===== src/rtl/alu_cmd_decoder.sv =====
// Framed byte-stream command decoder feeding the ALU stage: parses header/operand
// frames, issues a one-cycle control strobe, flags bad headers and inter-byte timeouts.
module alu_cmd_decoder #(
  parameter int unsigned TIMEOUT = 255,
  parameter logic [2:0]  SYNC    = 3'b101
) (
  input  logic       clock,
  input  logic       reset,
  input  logic [7:0] in_data,
  input  logic       in_valid,
  output logic       in_ready,
  output logic [7:0] A,
  output logic [7:0] B,
  output logic [3:0] control,
  output logic       data_enable,
  output logic       control_enable,
  output logic       frame_error,
  output logic [7:0] cmd_count
);

  typedef enum logic [1:0] {IDLE, GET_A, GET_B, ISSUE} state_t;

  // The idle cycle that would bring the gap count up to TIMEOUT aborts the frame.
  localparam logic [7:0] LAST_IDLE = 8'(TIMEOUT - 1);

  state_t     state;
  logic [3:0] opcode;
  logic [7:0] a_shadow;
  logic [7:0] idle_count;
  logic       transfer;

  assign in_ready = (state != ISSUE) && !reset;
  assign transfer = in_valid && in_ready;

  always_ff @(posedge clock) begin
    if (reset) begin
      state          <= IDLE;
      opcode         <= 4'd0;
      a_shadow       <= 8'd0;
      idle_count     <= 8'd0;
      A              <= 8'd0;
      B              <= 8'd0;
      control        <= 4'd0;
      data_enable    <= 1'b0;
      control_enable <= 1'b0;
      frame_error    <= 1'b0;
      cmd_count      <= 8'd0;
    end else begin
      control_enable <= 1'b0;
      data_enable    <= 1'b0;
      frame_error    <= 1'b0;
      case (state)
        IDLE: begin
          if (transfer) begin
            if (in_data[7:5] != SYNC) begin
              frame_error <= 1'b1;
            end else if (in_data[4]) begin
              opcode     <= in_data[3:0];
              idle_count <= 8'd0;
              state      <= GET_A;
            end else begin
              // Header-only command: the ALU keeps its previous operands.
              control        <= in_data[3:0];
              control_enable <= 1'b1;
              cmd_count      <= cmd_count + 8'd1;
              state          <= ISSUE;
            end
          end
        end
        GET_A: begin
          if (transfer) begin
            a_shadow   <= in_data;
            idle_count <= 8'd0;
            state      <= GET_B;
          end else if (idle_count == LAST_IDLE) begin
            frame_error <= 1'b1;
            idle_count  <= 8'd0;
            state       <= IDLE;
          end else begin
            idle_count <= idle_count + 8'd1;
          end
        end
        GET_B: begin
          if (transfer) begin
            // B goes straight from the bus so operands land together with the strobe.
            A              <= a_shadow;
            B              <= in_data;
            control        <= opcode;
            data_enable    <= 1'b1;
            control_enable <= 1'b1;
            cmd_count      <= cmd_count + 8'd1;
            idle_count     <= 8'd0;
            state          <= ISSUE;
          end else if (idle_count == LAST_IDLE) begin
            frame_error <= 1'b1;
            idle_count  <= 8'd0;
            state       <= IDLE;
          end else begin
            idle_count <= idle_count + 8'd1;
          end
        end
        ISSUE: state <= IDLE;
        default: state <= IDLE;
      endcase
    end
  end

endmodule


===== config.mk =====
export PLATFORM = sky130hd
export DESIGN_NAME = alu_cmd_decoder
export DESIGN_NICKNAME = d
export VERILOG_FILES = /design/src/rtl/alu_cmd_decoder.sv
export SDC_FILE = /design/constraint.sdc
export NUM_CORES = 1
export LEC_CHECK = 0
export BUFFER_PORTS_ARGS = -buffer_cell sky130_fd_sc_hd__buf_2
export CAP_MARGIN = 20
export CORE_MARGIN = 3
export CORE_UTILIZATION = 50
export CTS_BUF_LIST = sky130_fd_sc_hd__clkbuf_16
export CTS_CLUSTER_SIZE = 10
export DETAILED_ROUTE_END_ITERATION = 8
export GPL_ROUTABILITY_DRIVEN = 0
export PLACE_DENSITY = 0.83
export SLEW_MARGIN = 20
export SYNTH_ARGS = -nofsm -noshare
export SYNTH_HDL_FRONTEND = slang
export SYNTH_SLANG_ARGS = --single-unit

===== constraint.sdc =====
create_clock -name clock -period 4.15 [get_ports clock]
set_input_delay 0.6225 -clock clock [delete_from_list [all_inputs] [get_ports clock]]
set_output_delay 0.6225 -clock clock [all_outputs]
set_load 0.005 [all_outputs]

**After elaboration in Yosys (flattened, before gate mapping)**

Cells that the tools add are included.
Widths: inputs -> output; s select.

- Flip-flop bits (word level): 53
- Output and inout bits: 32
- Input port bits: 11
- Logic and storage cells: 73

- Multiplexer cells: 33
- Eq/ne operators: 11
- $add $sub $neg: 2
- Reductions and logical operators: 14
- Bitwise gates (word level): 2

Operators by type and width:

| operator | number |
|---|---|
| $mux 8 | 9 |
| $pmux 8 s2 | 2 |
| $add 8x1->8 const B | 2 |
| $mux 4 | 4 |
| $mux 2 | 6 |
| $ne 2x2->1 const B | 6 |
| $eq 8x8->1 const B | 1 |
| $mux 1 | 8 |
| $pmux 2 s4 | 1 |
| $pmux 4 s2 | 1 |
| $reduce_and 4->1 | 2 |
| $reduce_and 2->1 | 3 |
| $reduce_and 5->1 | 1 |
| $eq 2x2->1 const B | 2 |
| $pmux 1 s2 | 2 |
| $reduce_bool 2->1 | 2 |
| $reduce_or 2->1 | 2 |
| $ne 3x3->1 const B | 1 |
| $eq 2x1->1 const B | 1 |
| $logic_and 1x1->1 | 2 |
| $logic_not 2->1 | 1 |
| $not 1->1 | 2 |
| $logic_not 1->1 | 1 |

**Depth between registers and ports, before layout**

Gate-level depths: netlist of the first run.

- Depth after elaboration: 5
- Gate-level depth with buffers: 9
- Depth with buffers taken out: 7

**Least setup slack after synthesis of the first run**

OpenSTA, ideal clock, no wires.

- Kind: input port to output port
- From: in reset
- To: out in_ready
- Required time: 3.527 ns
- Arrival: 1.506 ns
- Slack: 2.022 ns
- Cell stages on the path: 4
- Buffers on the path: 3
- Cell sequence: clkbuf_1 clkbuf_1 buf_1 nor2_1

- Word-level cells in the longest chain between the ends: 2

Ends and longest elaborated chain:

| element | line | text |
|---|---|---|
| start: declaration | 8 | `input logic reset,` |
| $logic_not 1->1 | 32 | `assign in_ready = (state != ISSUE) && !reset;` |
| $logic_and 1x1->1 | 32 |  |
| end: declaration | 11 | `output logic in_ready,` |

Every way passes these cells.

**Final worst setup path of the first run**

- From: in reset
- To: reg cmd_count[4]

- Word-level cells in the longest chain between the ends: 5
- Elaborated cells on any way between the ends: 6
- Those cells by class: eq/ne (2); reduce/logical (4)

Ends and longest elaborated chain:

| element | line | text |
|---|---|---|
| $logic_not 1->1 | 32 |  |
| $logic_and 1x1->1 | 32 |  |
| $logic_and 1x1->1 | 33 | `assign transfer = in_valid && in_ready;` |
| $ne 2x2->1 (no source line) | -- |  |
| $reduce_and 5->1 (no source line) | -- |  |
| end signal: assignment | 65 | `cmd_count <= cmd_count + 8'd1;` |
| end signal: assignment | 91 | `cmd_count <= cmd_count + 8'd1;` |
| end: declaration | 18 | `output logic [7:0] cmd_count` |

Several ways; a longest one is shown, not always the timed one.
A chain may end at the register's enable or synchronous reset.

==> summary.md, run 1 <==
| Metric | Value |
|---|---|
| Hold_buf cts | `0` |
| Worst-path cell chain | `buf_2, nor3b_4, nand2_4, clkinv_4, a22o_1, nand4_1, mux2_2` |
| Root buf cell | `clkbuf_16` |
| Total global-route track usage | `20.0%` |
| Final worst setup slack | `1.53 ns` |
| PD cells | `448 mW/mm^2` |
| Async SR Flop Fraction | `0%` |
| Fin area | `0.00272 sq mm` |
| Std cell rows | `24` |
| Mapped Area | `0.00235 sq mm` |
| Setup CP Type | `input port to flip-flop` |
| Maximum vdd drop | `0.206 mV` |
| Worst hold path depth | `2` |
| Routed vias | `2,051` |
| Setup Skew | `0.00451 ns` |
| Number of placed instances, taps included | `357` |
| Clk sinks | `53` |
| Number of flops mapped to enable cells by yosys | `0` |
| Leading post-synthesis cells by cell area | `dfxtp_1 (45%), nand2_1 (9.9%), a21oi_1 (7.7%), ha_1 (4.3%), mux2i_1 (3.8%)` |
| Max Slew Vio Count | `0` |
| Final hold vios | `0` |
| Max Freq | `382 MHz` |
| CP endpoint kind | `flip-flop` |
| Max-cap violations | `0` |
| Post-DRT Antenna Nets | `0` |
| Final #Nets | `331` |
| Worst EP required | `4.34 ns` |
| Distinct cell type count after synthesis | `51` |
| Share of Yosys cell area claimed by the top area cell type | `45.1%` |
| Drt first pass iters | `4` |
| Worst slew pin tran | `0.985 ns` |
| Slowest stage delay, CP | `0.73 ns` |
| Core footprint | `0.00444 sq mm` |
| CP Depth | `7` |
| CTS tree | `built` |
| CTS Buf Count | `5` |
| Routed WL | `5.27 mm` |
| Vias/cell | `5.62` |
| Ratio of cells with drive above 1 in the final layout | `19.5%` |
| Clock Latency Late Sink | `0.29 ns` |
| Yosys Warn Count | `0` |
| First-pass GRT wire length | `8.64 mm` |
| Worst R2R Path Depth | `7` |
| Drt initial violations | `186` |
| Largest net degree at the start of global routing | `59` |
| Register-to-Register Setup Slack | `1.77 ns` |
| Slew margin rel. | `34.4%` |
| Status | `completed` |
| Port Buffers | `42` |
| Non-filler cells, final | `365` |
| Area delta synth->final | `15.7%` |
| Initial antenna violation count | `0` |
| Total Die Area | `0.00556 sq mm` |
| Worst-path clk slew | `0.07 ns` |
| Horiz. Die Dim | `74.6 microns` |
| Crit-path slowest cell | `buf_2` |
| RSZ-0062 raised after global routing | `no` |
| TNS Setup | `0 ns` |
| P_leak | `1.11 nW` |
| Startpoint class of the critical path | `input port` |
| DP HPWL | `3.67 mm` |
| Synth Instances | `275` |
| H-tree depth | `2` |
| I/O Pins | `43` |
| Synthesized flop and latch total | `53` |
| Initial Util | `52.9%` |
| Dpl cell area | `0.00258 sq mm` |
| Buf/Inv on CP | `2` |
| Worst path top cell family by delay | `buffers and inverters` |
| Max clock buf depth | `2` |
| Net Count, Synth | `294` |
| Hold/Removal Path Class | `flip-flop to flip-flop` |
| Final Power | `0.00122 W` |
| Post-synthesis area per instance | `8.55 sq um` |
| Wire per inst | `14.4 microns` |
| Total congestion overflow | `0` |
| Drt drc | `0` |
| # diodes | `0` |
| Vias in the first global route | `1,891` |
| Final setup violation count | `0` |
| Worst slack, placed | `1.24 ns` |
| Cell taking the most area after synthesis | `dfxtp_1` |
| Chip height | `74.6 microns` |
| Resized Gates After CTS | `0` |
| Setup repair bufs after CTS | `0` |
| Final Critical Period | `2.62 ns` |
| Sequential area share after synthesis | `45.1%` |
| Post-route clock period utilization | `63.0%` |
| Main synth FF type | `dfxtp_1` |
| CP Data Arrival Time | `2.80 ns` |
| Worst Path Max Fanout | `58` |
==> state kept, by name, indices dropped and copies added (netlist names) <==
register and count:
opcode 4, frame_error 1, A 8, state 2
a_shadow 8, cmd_count 8, data_enable 1, control 4
B 8, idle_count 8, control_enable 1
==> Yosys cell counts, types with 3 or more instances <==
| master | instances |
|---|---|
| ha_1 | 8 |
| dfxtp_1 | 53 |
| a31oi_1 | 3 |
| a21oi_1 | 36 |
| or4_1 | 5 |
| nor2_1 | 15 |
| o21ai_0 | 5 |
| nand3_1 | 5 |
| o31ai_1 | 4 |
| clkbuf_1 | 6 |
| nand4_1 | 4 |
| buf_2 | 3 |
| nand2_1 | 62 |
| mux2i_1 | 9 |
| buf_1 | 3 |
| a211oi_1 | 6 |
| or3_1 | 3 |
| inv_1 | 9 |
==> worst reg2reg max path, stage by stage, from the launching register on <==
cell	delay (ns)
dfxtp_1	0.36
ha_1	0.31
nor3b_4	0.36
nand2_4	0.21
clkinv_4	0.20
a22o_1	0.40
nand4_1	0.16
mux2_2	0.28
==> final timing paths <==
check,endpoint,from
setup / recovery,cmd_count[4],reset
hold / removal,A[2],A[2]
setup reg to reg,cmd_count[4],state[1]
hold reg to reg,A[2],A[2]
==> placed cells by master (no fill, tap or decap), drive strengths merged, types with 2 or more instances in the layout <==
cell type | netlist | final
buf | 6 | 42
a21oi | 36 | 36
a31oi | 3 | 3
o31ai | 4 | 4
inv | 9 | 11
nor2b | 2 | 2
ha | 8 | 8
nor2 | 15 | 15
nor3 | 2 | 2
and4bb | 2 | 2
clkinv | 1 | 2
nand4 | 4 | 4
a211oi | 6 | 6
nand3 | 5 | 5
or3 | 3 | 3
o21ai | 6 | 6
dfxtp | 53 | 53
clkbuf | 6 | 5
mux2i | 9 | 9
or4 | 5 | 5
nand2 | 63 | 63
==> cell type report <==
cell class	instances	area, sq um
inverters	10	42.5
multi-input cells	200	1200
well taps	52	65.1
flip-flops and latches	53	1060
clock buffers	5	125
repair buffers	42	210
fillers	390	1720
clock inverters	3	17.5
==> where the power goes <==
group | total [W] | internal [W] | leakage (nW) | switching (W)
clock network | 0.000410 | 0.000223 | 0.0754 | 0.000187
logic | 0.000249 | 0.0000878 | 0.607 | 0.000162
registers | 0.000559 | 0.000537 | 0.428 | 0.0000220
total | 0.00122 | 0.000848 | 1.11 | 0.000371
==> kinds of logic after synthesis <==
kind of cell	Yosys count	synth area share (%)
simple gates	113	23.7
compound gates	68	18.4
flops	53	45.1
buf+inv	22	3.88
mux	10	4.31
fa+ha+maj	8	4.26
xor+xnor	1	0.372
==> stage by stage <==
step | util, % | hold slack (ns)
2_1_floorplan | - | 0.432
3_5_place_dp | 58.0 | 0.446
3_3_place_gp | 58.0 | 0.442
6_report | 61.2 | 0.453
5_1_grt | 61.2 | 0.467
4_1_cts | 61.2 | 0.456
==> per-layer routing <==
metal  global-route usage (%)  vias to the layer above  share of wire [%]
li1                         -                     1044                  -
met1                     25.9                      946                 46
met2                     32.3                       49                 49
met3                     2.97                       12                3.3
met4                     10.3                        0                2.1
met5                        0                        -                  0
Power figures use the tool's default switching activity.
==> inputs of run 2 (changes only) <==
==> constraint.sdc (replaced) <==
create_clock -name clock -period 2.6 [get_ports clock]
set_input_delay 0.39 -clock clock [delete_from_list [all_inputs] [get_ports clock]]
set_output_delay 0.39 -clock clock [all_outputs]
set_load 0.005 [all_outputs]
==> summary.md, run 2 (synthesis gave the netlist of run 1 again) <==
| Metric | Value |
|---|---|
| Status | `completed` |
| Resized Gates After CTS | `0 (unchanged)` |
| P_leak | `1.13 nW (+1.4%)` |
| CTS Buf Count | `5 (unchanged)` |
| Wire per inst | `14.8 microns (+2.9%)` |
| Setup Skew | `0.00219 ns (-0.00233 ns)` |
| Post-route clock period utilization | `86.5%` |
| Core footprint | `0.00444 sq mm (unchanged)` |
| Worst Path Max Fanout | `19 (-67%)` |
| Horiz. Die Dim | `74.6 microns (unchanged)` |
| First-pass GRT wire length | `8.72 mm (+0.96%)` |
| Setup repair bufs after CTS | `0 (unchanged)` |
| Worst-path clk slew | `0.07 ns (about the same)` |
| Drt initial violations | `179 (-3.8%)` |
| Total congestion overflow | `0 (unchanged)` |
| Number of placed instances, taps included | `360 (+0.84%)` |
| Startpoint class of the critical path | `flip-flop` |
| Initial antenna violation count | `0 (unchanged)` |
| Area delta synth->final | `16.6%` |
| Final setup violation count | `0 (unchanged)` |
| H-tree depth | `2 (unchanged)` |
| Leading cell type in the layout, fill and taps excluded | `nand2_1` |
| WL met1 | `2.31 mm (-4.6%)` |
| Total Die Area | `0.00556 sq mm (unchanged)` |
| Met2 WL | `2.79 mm (+9.2%)` |
| Crit-path slowest cell | `or4_1` |
| CTS tree | `built` |
| Final #Nets | `334 (+0.91%)` |
| Vias/cell | `5.70 (+1.5%)` |
| Buf/Inv on CP | `1 (-1)` |
| Chip height | `74.6 microns (unchanged)` |
| Initial Util | `52.9% (unchanged)` |
| Drt drc | `0 (unchanged)` |
| Slew margin rel. | `68.5% (+34 points)` |
| Top sig layer | `met4` |
| Root buf cell | `clkbuf_16` |
| Final Power | `0.00194 W (+59%)` |
| Ratio of cells with drive above 1 in the final layout | `20.3% (+0.76 points)` |
| Setup CP Type | `flip-flop to flip-flop` |
| Slowest stage delay, CP | `0.51 ns (-0.22 ns)` |
| Routed vias | `2,098 (+2.3%)` |
| PD cells | `706 mW/mm^2 (+58%)` |
| Total global-route track usage | `20.1% (+0.073 points)` |
| Most frequent cells in the layout | `nand2_1 (62), dfxtp_1 (53), buf_2 (42), a21oi_1 (36), nor2_1 (15)` |
| Routed WL | `5.46 mm (+3.7%)` |
| Worst EP required | `2.82 ns (-1.52 ns)` |
| Max clock buf depth | `2 (unchanged)` |
| Worst slack, placed | `0.387 ns (-0.857 ns)` |
| Non-filler cells, final | `368 (+0.82%)` |
| Final worst setup slack | `0.350 ns (-1.18 ns)` |
| Worst path top cell family by delay | `simple AND/OR/NAND/NOR gates` |
| Met3 Routed Length | `252 microns (+47%)` |
| CP Data Arrival Time | `2.47 ns (-0.33 ns)` |
| DP HPWL | `3.84 mm (+4.7%)` |
| Worst slew pin tran | `0.473 ns (-0.512 ns)` |
| Final Critical Period | `2.25 ns` |
| Vias in the first global route | `1,908 (+0.90%)` |
| Worst-path cell chain | `ha_1, nor3b_4, nand2_4, clkinv_4, a22oi_4, or4_1, a21oi_1` |
| Hold/Removal Path Class | `input port to flip-flop` |
| Std cell rows | `24 (unchanged)` |
| RSZ-0062 raised after global routing | `no` |
| TNS Setup | `0 ns (unchanged)` |
| Final hold vios | `0 (unchanged)` |
| Post-DRT Antenna Nets | `0 (unchanged)` |
| Port Buffers | `42 (unchanged)` |
| Max Slew Vio Count | `0 (unchanged)` |
| Hold_buf cts | `0 (unchanged)` |
| Drt first pass iters | `4 (unchanged)` |
| Clock Latency Late Sink | `0.29 ns (about the same)` |
| Register-to-Register Setup Slack | `0.35 ns (-1.42 ns)` |
| I/O Pins | `43 (unchanged)` |
| CP endpoint kind | `flip-flop` |
| Max-cap violations | `0 (unchanged)` |
| Largest net degree at the start of global routing | `28 (-53%)` |
| Clk sinks | `53 (unchanged)` |
| # diodes | `0 (unchanged)` |
| Maximum vdd drop | `0.307 mV (+49%)` |
| Max Freq | `444 MHz` |
==> run 2: area by class of cell <==
cell class	instances	area, sq um
Clock buffer	5	125
Clock inverter	3	17.5
Fill cell	393	1700
Inverter	10	42.5
Multi-Input combinational cell	200	1200
Sequential cell	53	1060
Tap cell	52	65.1
Timing Repair Buffer	45	233
==> run 2: tightest hold or removal path: stages <==
cell	delay [ns]
buf_2	0.13
nand2_1	0.06
a21oi_1	0.05
==> run 2: through the flow <==
| step | utilization [%] | area (sq um) | hold WS [ns] |
|---|---|---|---|
| floorplan | - | 2350 | 0.432 |
| global placement | 58.5 | 2600 | 0.441 |
| detailed placement | 58.5 | 2600 | 0.446 |
| CTS | 61.7 | 2740 | 0.377 |
| global route | 61.7 | 2740 | 0.382 |
| finish | 61.7 | 2740 | 0.384 |
==> run 2: power breakdown <==
group          switching (W)  internal [W]
combinational       0.000258      0.000143
clock               0.000288      0.000355
sequential         0.0000350      0.000858
==> run 2: final timing paths <==
| check | startpoint | endpoint | depth (start not counted) |
|---|---|---|---|
| max reg2reg | state[0] | cmd_count[7] | 7 |
| min | in_data[0] | a_shadow[0] | 3 |
| min reg2reg | B[6] | B[6] | 2 |
| max | state[0] | cmd_count[7] | 7 |
==> run 2: routing by layer <==
metal  up-vias  global-route usage, %
met3        11                   3.38
met4         0                   8.70
met1       971                   25.2
li1       1053                      -
met2        63                   33.9
met5         -                      0
